<file path="config.mk">
export PLATFORM = sky130hd
export DESIGN_NAME = ae_gain_ctrl
export DESIGN_NICKNAME = d
export VERILOG_FILES = /design/src/rtl/ae_gain_ctrl.sv
export SDC_FILE = /design/constraint.sdc
export NUM_CORES = 1
export LEC_CHECK = 0
export CELL_PAD_IN_SITES_DETAIL_PLACEMENT = 1
export CELL_PAD_IN_SITES_GLOBAL_PLACEMENT = 1
export CORE_ASPECT_RATIO = 1.75
export CORE_UTILIZATION = 30
export CTS_CLUSTER_DIAMETER = 80
export DETAILED_ROUTE_END_ITERATION = 7
export DONT_BUFFER_PORTS = 1
export GPL_TIMING_DRIVEN = 0
export PLACE_DENSITY_LB_ADDON = 0.25
export RECOVER_POWER = 50
export SYNTH_ARGS = -nofsm -noshare
export SYNTH_HDL_FRONTEND = slang
export SYNTH_SLANG_ARGS = --single-unit
</file>
<file path="constraint.sdc">
create_clock -name clk -period 5.2 [get_ports clk]
set_input_delay 0.52 -clock clk [delete_from_list [all_inputs] [get_ports clk]]
set_output_delay 0.52 -clock clk [all_outputs]
set_load 0.03 [all_outputs]
</file>
<file path="src/rtl/ae_gain_ctrl.sv">
// Auto-exposure gain controller: per-frame window compare, fixed or proportional step, clamped gain.
// Optional IIR luma smoothing when AE_IIR_SMOOTH_EN is defined (adds one evaluation cycle).
//
//   state  | meaning
//   IDLE   | wait for frame_done & enable, capture luma and configuration
//   FILT   | IIR smoothing of captured luma (AE_IIR_SMOOTH_EN builds only)
//   EVAL   | compute window compare and step size
//   APPLY  | update gain and settle counter unless frozen
module ae_gain_ctrl #(
  parameter int LUMA_W        = 8,
  parameter int GAIN_W        = 16,
  parameter int FRAC_W        = 8,
  parameter int INIT_GAIN     = 256,
  parameter int MIN_GAIN      = 128,
  parameter int MAX_GAIN      = 1024,
  parameter int STEP_SHIFT    = 2,
  parameter int MIN_STEP      = 1,
  parameter int MAX_STEP      = 32,
  parameter int SETTLE_FRAMES = 4,
  parameter int IIR_SHIFT     = 2
) (
  input  logic              clk,
  input  logic              rst,
  input  logic              enable,
  input  logic              freeze,
  input  logic              frame_done,
  input  logic [LUMA_W-1:0] avg_brightness,
  input  logic [LUMA_W-1:0] cfg_target,
  input  logic [LUMA_W-1:0] cfg_hyst,
  input  logic              cfg_mode,
  input  logic [GAIN_W-1:0] cfg_fixed_step,
  output logic [GAIN_W-1:0] gain_out,
  output logic              gain_valid,
  output logic              converged,
  output logic              at_max,
  output logic              at_min
);

  localparam int CNT_W = $clog2(SETTLE_FRAMES + 1);
  localparam logic [GAIN_W-1:0] INIT_G     = GAIN_W'(INIT_GAIN);
  localparam logic [GAIN_W-1:0] MIN_G      = GAIN_W'(MIN_GAIN);
  localparam logic [GAIN_W-1:0] MAX_G      = GAIN_W'(MAX_GAIN);
  localparam logic [GAIN_W-1:0] MIN_STEP_G = GAIN_W'(MIN_STEP);
  localparam logic [GAIN_W-1:0] MAX_STEP_G = GAIN_W'(MAX_STEP);
  localparam logic [CNT_W-1:0]  SETTLE_C   = CNT_W'(SETTLE_FRAMES);
  localparam logic [LUMA_W:0]   LUMA_MAX   = {1'b0, {LUMA_W{1'b1}}};
  // FRAC_W only documents the gain format; the datapath is format-agnostic.
  localparam int UNUSED_FRAC = FRAC_W;

  typedef enum logic [1:0] {S_IDLE, S_EVAL, S_APPLY, S_FILT} state_t;

  state_t            state_q, state_d;
  logic [LUMA_W-1:0] luma_q, luma_d;
  logic [LUMA_W-1:0] target_q, target_d;
  logic [LUMA_W-1:0] hyst_q, hyst_d;
  logic              mode_q, mode_d;
  logic [GAIN_W-1:0] fstep_q, fstep_d;
  logic              above_q, above_d;
  logic              below_q, below_d;
  logic [GAIN_W-1:0] step_q, step_d;
  logic [GAIN_W-1:0] gain_q, gain_d;
  logic [CNT_W-1:0]  cnt_q, cnt_d;
  logic              apply_q, apply_d;
  logic [GAIN_W-1:0] gain_out_q, gain_out_d;
  logic              valid_q, valid_d;
  logic              conv_q, conv_d;
  logic              at_max_q, at_max_d;
  logic              at_min_q, at_min_d;

  logic [LUMA_W-1:0] eval_luma;

`ifdef AE_IIR_SMOOTH_EN
  logic signed [LUMA_W:0] y_q, y_d;
  logic                   first_q, first_d;
  logic signed [LUMA_W:0] iir_diff;

  assign eval_luma = y_q[LUMA_W-1:0];
  assign iir_diff  = $signed({1'b0, luma_q}) - y_q;
`else
  localparam int UNUSED_IIR = IIR_SHIFT;
  assign eval_luma = luma_q;
`endif

  logic [LUMA_W:0]        t_ext, h_ext, l_ext;
  logic [LUMA_W:0]        lo_raw, hi_raw, lo, hi;
  logic signed [LUMA_W:0] err;
  logic [LUMA_W:0]        abs_err;
  logic [GAIN_W-1:0]      raw_step, prop_step;
  logic [GAIN_W:0]        sum, diff;
  logic [GAIN_W-1:0]      inc_gain, dec_gain;

  always_comb begin
    t_ext    = {1'b0, target_q};
    h_ext    = {1'b0, hyst_q};
    l_ext    = {1'b0, eval_luma};
    lo_raw   = t_ext - h_ext;
    hi_raw   = t_ext + h_ext;
    lo       = lo_raw[LUMA_W] ? '0 : lo_raw;
    hi       = (hi_raw > LUMA_MAX) ? LUMA_MAX : hi_raw;
    err      = $signed(l_ext - t_ext);
    abs_err  = err[LUMA_W] ? (~err + 1'b1) : err;
    raw_step = GAIN_W'(abs_err >> STEP_SHIFT);
    if (raw_step < MIN_STEP_G)      prop_step = MIN_STEP_G;
    else if (raw_step > MAX_STEP_G) prop_step = MAX_STEP_G;
    else                            prop_step = raw_step;
    // Extra top bit catches carry/borrow before the clamp compare.
    sum      = {1'b0, gain_q} + {1'b0, step_q};
    diff     = {1'b0, gain_q} - {1'b0, step_q};
    inc_gain = (sum[GAIN_W] || (sum[GAIN_W-1:0] > MAX_G)) ? MAX_G : sum[GAIN_W-1:0];
    dec_gain = (diff[GAIN_W] || (diff[GAIN_W-1:0] < MIN_G)) ? MIN_G : diff[GAIN_W-1:0];
  end

  always_comb begin
    state_d    = state_q;
    luma_d     = luma_q;
    target_d   = target_q;
    hyst_d     = hyst_q;
    mode_d     = mode_q;
    fstep_d    = fstep_q;
    above_d    = above_q;
    below_d    = below_q;
    step_d     = step_q;
    gain_d     = gain_q;
    cnt_d      = cnt_q;
    apply_d    = 1'b0;
    gain_out_d = gain_q;
    valid_d    = apply_q;
    conv_d     = (cnt_q == SETTLE_C);
    at_max_d   = (gain_q == MAX_G);
    at_min_d   = (gain_q == MIN_G);
`ifdef AE_IIR_SMOOTH_EN
    y_d        = y_q;
    first_d    = first_q;
`endif

    case (state_q)
      S_IDLE: begin
        if (frame_done) begin
          luma_d   = avg_brightness;
          target_d = cfg_target;
          hyst_d   = cfg_hyst;
          mode_d   = cfg_mode;
          fstep_d  = cfg_fixed_step;
`ifdef AE_IIR_SMOOTH_EN
          state_d  = S_FILT;
`else
          state_d  = S_EVAL;
`endif
        end
      end
`ifdef AE_IIR_SMOOTH_EN
      S_FILT: begin
        y_d     = first_q ? $signed({1'b0, luma_q}) : (y_q + (iir_diff >>> IIR_SHIFT));
        first_d = 1'b0;
        state_d = S_EVAL;
      end
`endif
      S_EVAL: begin
        above_d = (l_ext > hi);
        below_d = (l_ext < lo);
        step_d  = mode_q ? prop_step : fstep_q;
        state_d = S_APPLY;
      end
      S_APPLY: begin
        state_d = S_IDLE;
        if (!freeze) begin
          apply_d = 1'b1;
          if (above_q)      gain_d = dec_gain;
          else if (below_q) gain_d = inc_gain;
          if (above_q || below_q) cnt_d = '0;
          else if (cnt_q != SETTLE_C) cnt_d = cnt_q + CNT_W'(1);
        end
      end
      default: state_d = S_IDLE;
    endcase

    // Disable reloads everything on the next edge, including a pending frame_done.
    if (!enable) begin
      state_d    = S_IDLE;
      gain_d     = INIT_G;
      cnt_d      = '0;
      apply_d    = 1'b0;
      gain_out_d = INIT_G;
      valid_d    = 1'b0;
      conv_d     = 1'b0;
      at_max_d   = (INIT_G == MAX_G);
      at_min_d   = (INIT_G == MIN_G);
`ifdef AE_IIR_SMOOTH_EN
      first_d    = 1'b1;
`endif
    end
  end

  always_ff @(posedge clk) begin
    if (rst) begin
      state_q    <= S_IDLE;
      luma_q     <= '0;
      target_q   <= '0;
      hyst_q     <= '0;
      mode_q     <= 1'b0;
      fstep_q    <= '0;
      above_q    <= 1'b0;
      below_q    <= 1'b0;
      step_q     <= '0;
      gain_q     <= INIT_G;
      cnt_q      <= '0;
      apply_q    <= 1'b0;
      gain_out_q <= INIT_G;
      valid_q    <= 1'b0;
      conv_q     <= 1'b0;
      at_max_q   <= 1'b0;
      at_min_q   <= 1'b0;
`ifdef AE_IIR_SMOOTH_EN
      y_q        <= '0;
      first_q    <= 1'b1;
`endif
    end else begin
      state_q    <= state_d;
      luma_q     <= luma_d;
      target_q   <= target_d;
      hyst_q     <= hyst_d;
      mode_q     <= mode_d;
      fstep_q    <= fstep_d;
      above_q    <= above_d;
      below_q    <= below_d;
      step_q     <= step_d;
      gain_q     <= gain_d;
      cnt_q      <= cnt_d;
      apply_q    <= apply_d;
      gain_out_q <= gain_out_d;
      valid_q    <= valid_d;
      conv_q     <= conv_d;
      at_max_q   <= at_max_d;
      at_min_q   <= at_min_d;
`ifdef AE_IIR_SMOOTH_EN
      y_q        <= y_d;
      first_q    <= first_d;
`endif
    end
  end

  assign gain_out   = gain_out_q;
  assign gain_valid = valid_q;
  assign converged  = conv_q;
  assign at_max     = at_max_q;
  assign at_min     = at_min_q;

endmodule

</file>
==> results.sh <==
export IMPL_outcome="finished clean"
export IMPL_ys_types=75
export IMPL_power_frac_comb_pct=22.8
export IMPL_cts_sinks=101
export IMPL_p_per_area_nw_per_um2=259.4
export IMPL_yosys_warnings=0
export IMPL_p_sw_share_pct=32.16
export IMPL_slew_violations=0
export IMPL_start_kind="flip-flop"
export IMPL_die_x_um=119.8
export IMPL_p_leak_nw=3.143
export IMPL_drtIter0Drc=226
export IMPL_dp_hpwl_mm=20.99
export IMPL_cp_startpoint="step_q[0]"
export IMPL_crit_type="flip-flop to flip-flop"
export IMPL_postCtsHoldBufs=0
export IMPL_crit_family="compound AO/OA/AOI/OAI gates"
export IMPL_clk_pin_slew_worst_paths_ns=0.08
export IMPL_finalWeightedCongestion=0.9136
export IMPL_cts_resized=0
export IMPL_grt_overflow_total=0
export IMPL_crit_arrival_ns=4.42
export IMPL_wl_mm=25.51
export IMPL_core_area_sq_um=23930
export IMPL_r2r_setup_slack_ns=1.08
export IMPL_power_internal_mw=1.407
export IMPL_skew_ns=0.01026
export IMPL_dr_pass1_iters=6
export IMPL_avgViaCountPerCell=5.325
export IMPL_die_h_um=208.1
export IMPL_antenna_cells=0
export IMPL_grt_setup_unrepaired="no"
export IMPL_cts_buffers=9
export IMPL_drive_above_1_share_pct=5.296
export IMPL_setup_viol=0
export IMPL_tns_ns=0
export IMPL_critical_path_buf_inv_count=2
export IMPL_holdWs_ns=0.2609
export IMPL_max_clock_freq_mhz=242.5
export IMPL_row_count=75
export IMPL_cp_max_fo=10
export IMPL_critPathSlowestCell="fa_1"
export IMPL_worstMarginPinSlew_ns=0.7473
export IMPL_areaGrowthSynthToFinish_pct=9.811
export IMPL_cp_end_kind="flip-flop"
export IMPL_postSynth_asyncResetShare_pct=0
export IMPL_critical_path_depth=14
export IMPL_min_period_ns=4.123
export IMPL_r2r_cells=14
export IMPL_grt_pass1_wl_mm=39.16
export IMPL_p_seq_share_pct=39.6
export IMPL_synth_seq_cells=101
export IMPL_holdCritPathClass="input pin to flip-flop"
export IMPL_finalHoldViolations=0
export IMPL_grt_pass1_vias=7025
export IMPL_syn_inst=947
export IMPL_crit_path_max_incr_delay_ns=0.49
export IMPL_relSlewSlack_pct=50.18
export IMPL_synth_ff_type="dfxtp_1"
export IMPL_io_pins=66
export IMPL_clkPwrFrac_pct=37.6
export IMPL_r2r_start="step_q[0]"
export IMPL_route_antenna_remaining_nets=0
export IMPL_io_buffers=0
export IMPL_multi_input_area_sq_um=4812
export IMPL_path_cells="ha_1 > inv_1 > fa_1 > o21bai_4 > and3_1 > o2111ai_1 > a31o_1 > mux2_4 > a2111oi_4 > and4_1 > buf_6 > a211oi_1 > a2111o_1 > a31oi_1"
export IMPL_r2r_end="gain_q[4]"
export IMPL_max_cap_violations=0
export IMPL_synth_avg_cell_area_sq_um=7.690
export IMPL_dpl_cell_area_sq_um=7667
export IMPL_worstSkewPairLatency_ns=0.38
export IMPL_die_area_sq_um=24920
export IMPL_worstPathRequired_ns=5.49
export IMPL_fin_total_pwr_mw=2.074
export IMPL_grt_max_degree=19
export IMPL_h_tree_depth=3
export IMPL_seq_area_frac_synth_pct=27.77
export IMPL_synth_edf_count=0
export IMPL_n_fill_cell=3000
export IMPL_initial_core_util_pct=30.43
export IMPL_post_route_period_util_pct=79.29
export IMPL_endpoint="gain_q[4]"
export IMPL_peakVddDrop_mv=0.1388
export IMPL_num_vias=6768
export IMPL_post_cts_buffers=0
export IMPL_cts_tree="yes"
export IMPL_clk_path_buf_depth=2
export IMPL_wire_per_inst_um=20.07
export IMPL_antenna_found_initial=0
export IMPL_synth_area_sq_um=7282
export IMPL_regArea_sq_um=2022
export IMPL_synthesis_nets=1071
export IMPL_drc=0
export IMPL_p_sw_uw=667.1
export IMPL_fin_area_sq_um=7996
export IMPL_final_nets=1082
export IMPL_grt_usage_pct=21.23
export IMPL_cts_root_buffer="clkbuf_16"
-- power by group through the flow --
stage | Sequential, mW | Combinational (mW) | Clock [mW]
after global placement | 0.839 | 0.465 | 0
after floorplan | 0.829 | 0.350 | 0
final | 0.821 | 0.473 | 0.780
after global routing | 0.824 | 0.529 | 0.828
after detailed placement | 0.840 | 0.475 | 0
after CTS | 0.821 | 0.479 | 0.812
-- area by class of cell --
class / instances / area share (%)
Buffer: 47 / 2.597
Tap cell: 308 / 4.819
Clock buffer: 9 / 2.816
Multi-Input combinational cell: 735 / 60.18
Sequential cell: 101 / 25.29
Clock inverter: 7 / 1.299
Inverter: 64 / 3.004
-- registers in the layout, indices dropped and copies added, names as in the netlist, 2 cells and up --
| name | flops |
|---|---|
| gain_out | 16 |
| target_q | 8 |
| gain_q | 16 |
| cnt_q | 3 |
| hyst_q | 8 |
| state_q | 2 |
| eval_luma | 8 |
| step_q | 16 |
| fstep_q | 16 |
-- worst min path at each step --
| stage | from | to | slack, ns | depth (start not counted) |
|---|---|---|---|---|
| after floorplan | apply_q | gain_valid | 0.41 | 1 |
| after global placement | apply_q | gain_valid | 0.41 | 1 |
| after detailed placement | apply_q | gain_valid | 0.41 | 1 |
| after CTS | avg_brightness[4] | eval_luma[4] | 0.24 | 2 |
| after global routing | avg_brightness[4] | eval_luma[4] | 0.25 | 2 |
| final | avg_brightness[3] | eval_luma[3] | 0.26 | 2 |
-- cells in the mapped netlist, types with 6 or more instances --
| library cell | count | area (sq um) |
|---|---|---|
| a211oi_1 | 15 | 112.6 |
| a21o_1 | 11 | 82.58 |
| a21oi_1 | 106 | 530.5 |
| a221oi_1 | 9 | 78.83 |
| a31oi_1 | 8 | 50.05 |
| and2_1 | 19 | 118.9 |
| buf_1 | 6 | 22.52 |
| buf_2 | 7 | 35.03 |
| clkbuf_1 | 30 | 112.6 |
| dfxtp_1 | 101 | 2022 |
| ha_1 | 73 | 913.4 |
| inv_1 | 63 | 236.5 |
| nand2_1 | 136 | 510.5 |
| nand2b_1 | 19 | 118.9 |
| nand3_1 | 27 | 135.1 |
| nor2_1 | 71 | 266.5 |
| nor2b_1 | 18 | 112.6 |
| nor3_1 | 18 | 90.09 |
| nor3b_1 | 6 | 45.04 |
| o211ai_1 | 8 | 60.06 |
| o21a_1 | 8 | 60.06 |
| o21ai_0 | 31 | 155.2 |
| o21bai_1 | 9 | 67.56 |
| o31ai_1 | 6 | 45.04 |
| or3_1 | 8 | 50.05 |
| xnor2_1 | 27 | 236.5 |
| xor2_1 | 8 | 70.07 |
-- cells in the final DEF, fill, tap and decap left out, types with 7 or more instances in the layout --
| cell | synthesis | final |
|---|---|---|
| nand2_1 | 136 | 136 |
| nand3_1 | 27 | 27 |
| xnor2_1 | 27 | 27 |
| buf_2 | 7 | 7 |
| o21bai_1 | 9 | 9 |
| a221oi_1 | 9 | 9 |
| xor2_1 | 8 | 8 |
| clkbuf_1 | 30 | 30 |
| dfxtp_1 | 101 | 101 |
| a21oi_1 | 106 | 106 |
| inv_1 | 63 | 63 |
| clkbuf_16 | 0 | 9 |
| nor2b_1 | 18 | 18 |
| o211ai_1 | 8 | 8 |
| and2_1 | 19 | 13 |
| a21o_1 | 11 | 11 |
| a211oi_1 | 15 | 15 |
| or3_1 | 8 | 8 |
| ha_1 | 73 | 73 |
| nor2_1 | 71 | 71 |
| o21a_1 | 8 | 8 |
| o21ai_0 | 31 | 31 |
| a31oi_1 | 8 | 8 |
| nor3_1 | 18 | 18 |
| nand2b_1 | 19 | 19 |
-- through the flow --
step	setup slack [ns]	util (%)	cells
after global placement	1.065	32.04	1255
after global routing	0.9120	33.42	1271
final	1.077	33.42	1271
after detailed placement	1.076	32.04	1255
after floorplan	1.926	-	947
after CTS	1.049	33.42	1271
-- layer usage --
layer	routed length, um	vias to the layer above	global-route usage (%)
li1	-	3316	-
met1	8550	3251	18.76
met2	14670	133	42.22
met3	865	68	4.112
met4	1425	0	13.62
met5	0	-	0
-- cell families after synthesis --
kind of cell,Yosys count,synth area share (%)
AND/OR/NAND/NOR,359,23.68
XOR/XNOR,35,4.210
AO/OA/AOI/OAI,257,23.35
flip-flops,101,27.77
adder cells (fa/ha/maj),78,13.92
multiplexers,6,0.9278
buffers and inverters,111,6.151
-- worst reg2reg max path, cell delays in order (launching register included) --
cell and delay (ns):
dfxtp_1 0.40, ha_1 0.20, inv_1 0.06, fa_1 0.49
o21bai_4 0.18, and3_1 0.25, o2111ai_1 0.23, a31o_1 0.30
mux2_4 0.31, a2111oi_4 0.38, and4_1 0.35, buf_6 0.19
a211oi_1 0.09, a2111o_1 0.41, a31oi_1 0.20
(Power assumes the default switching activity.)
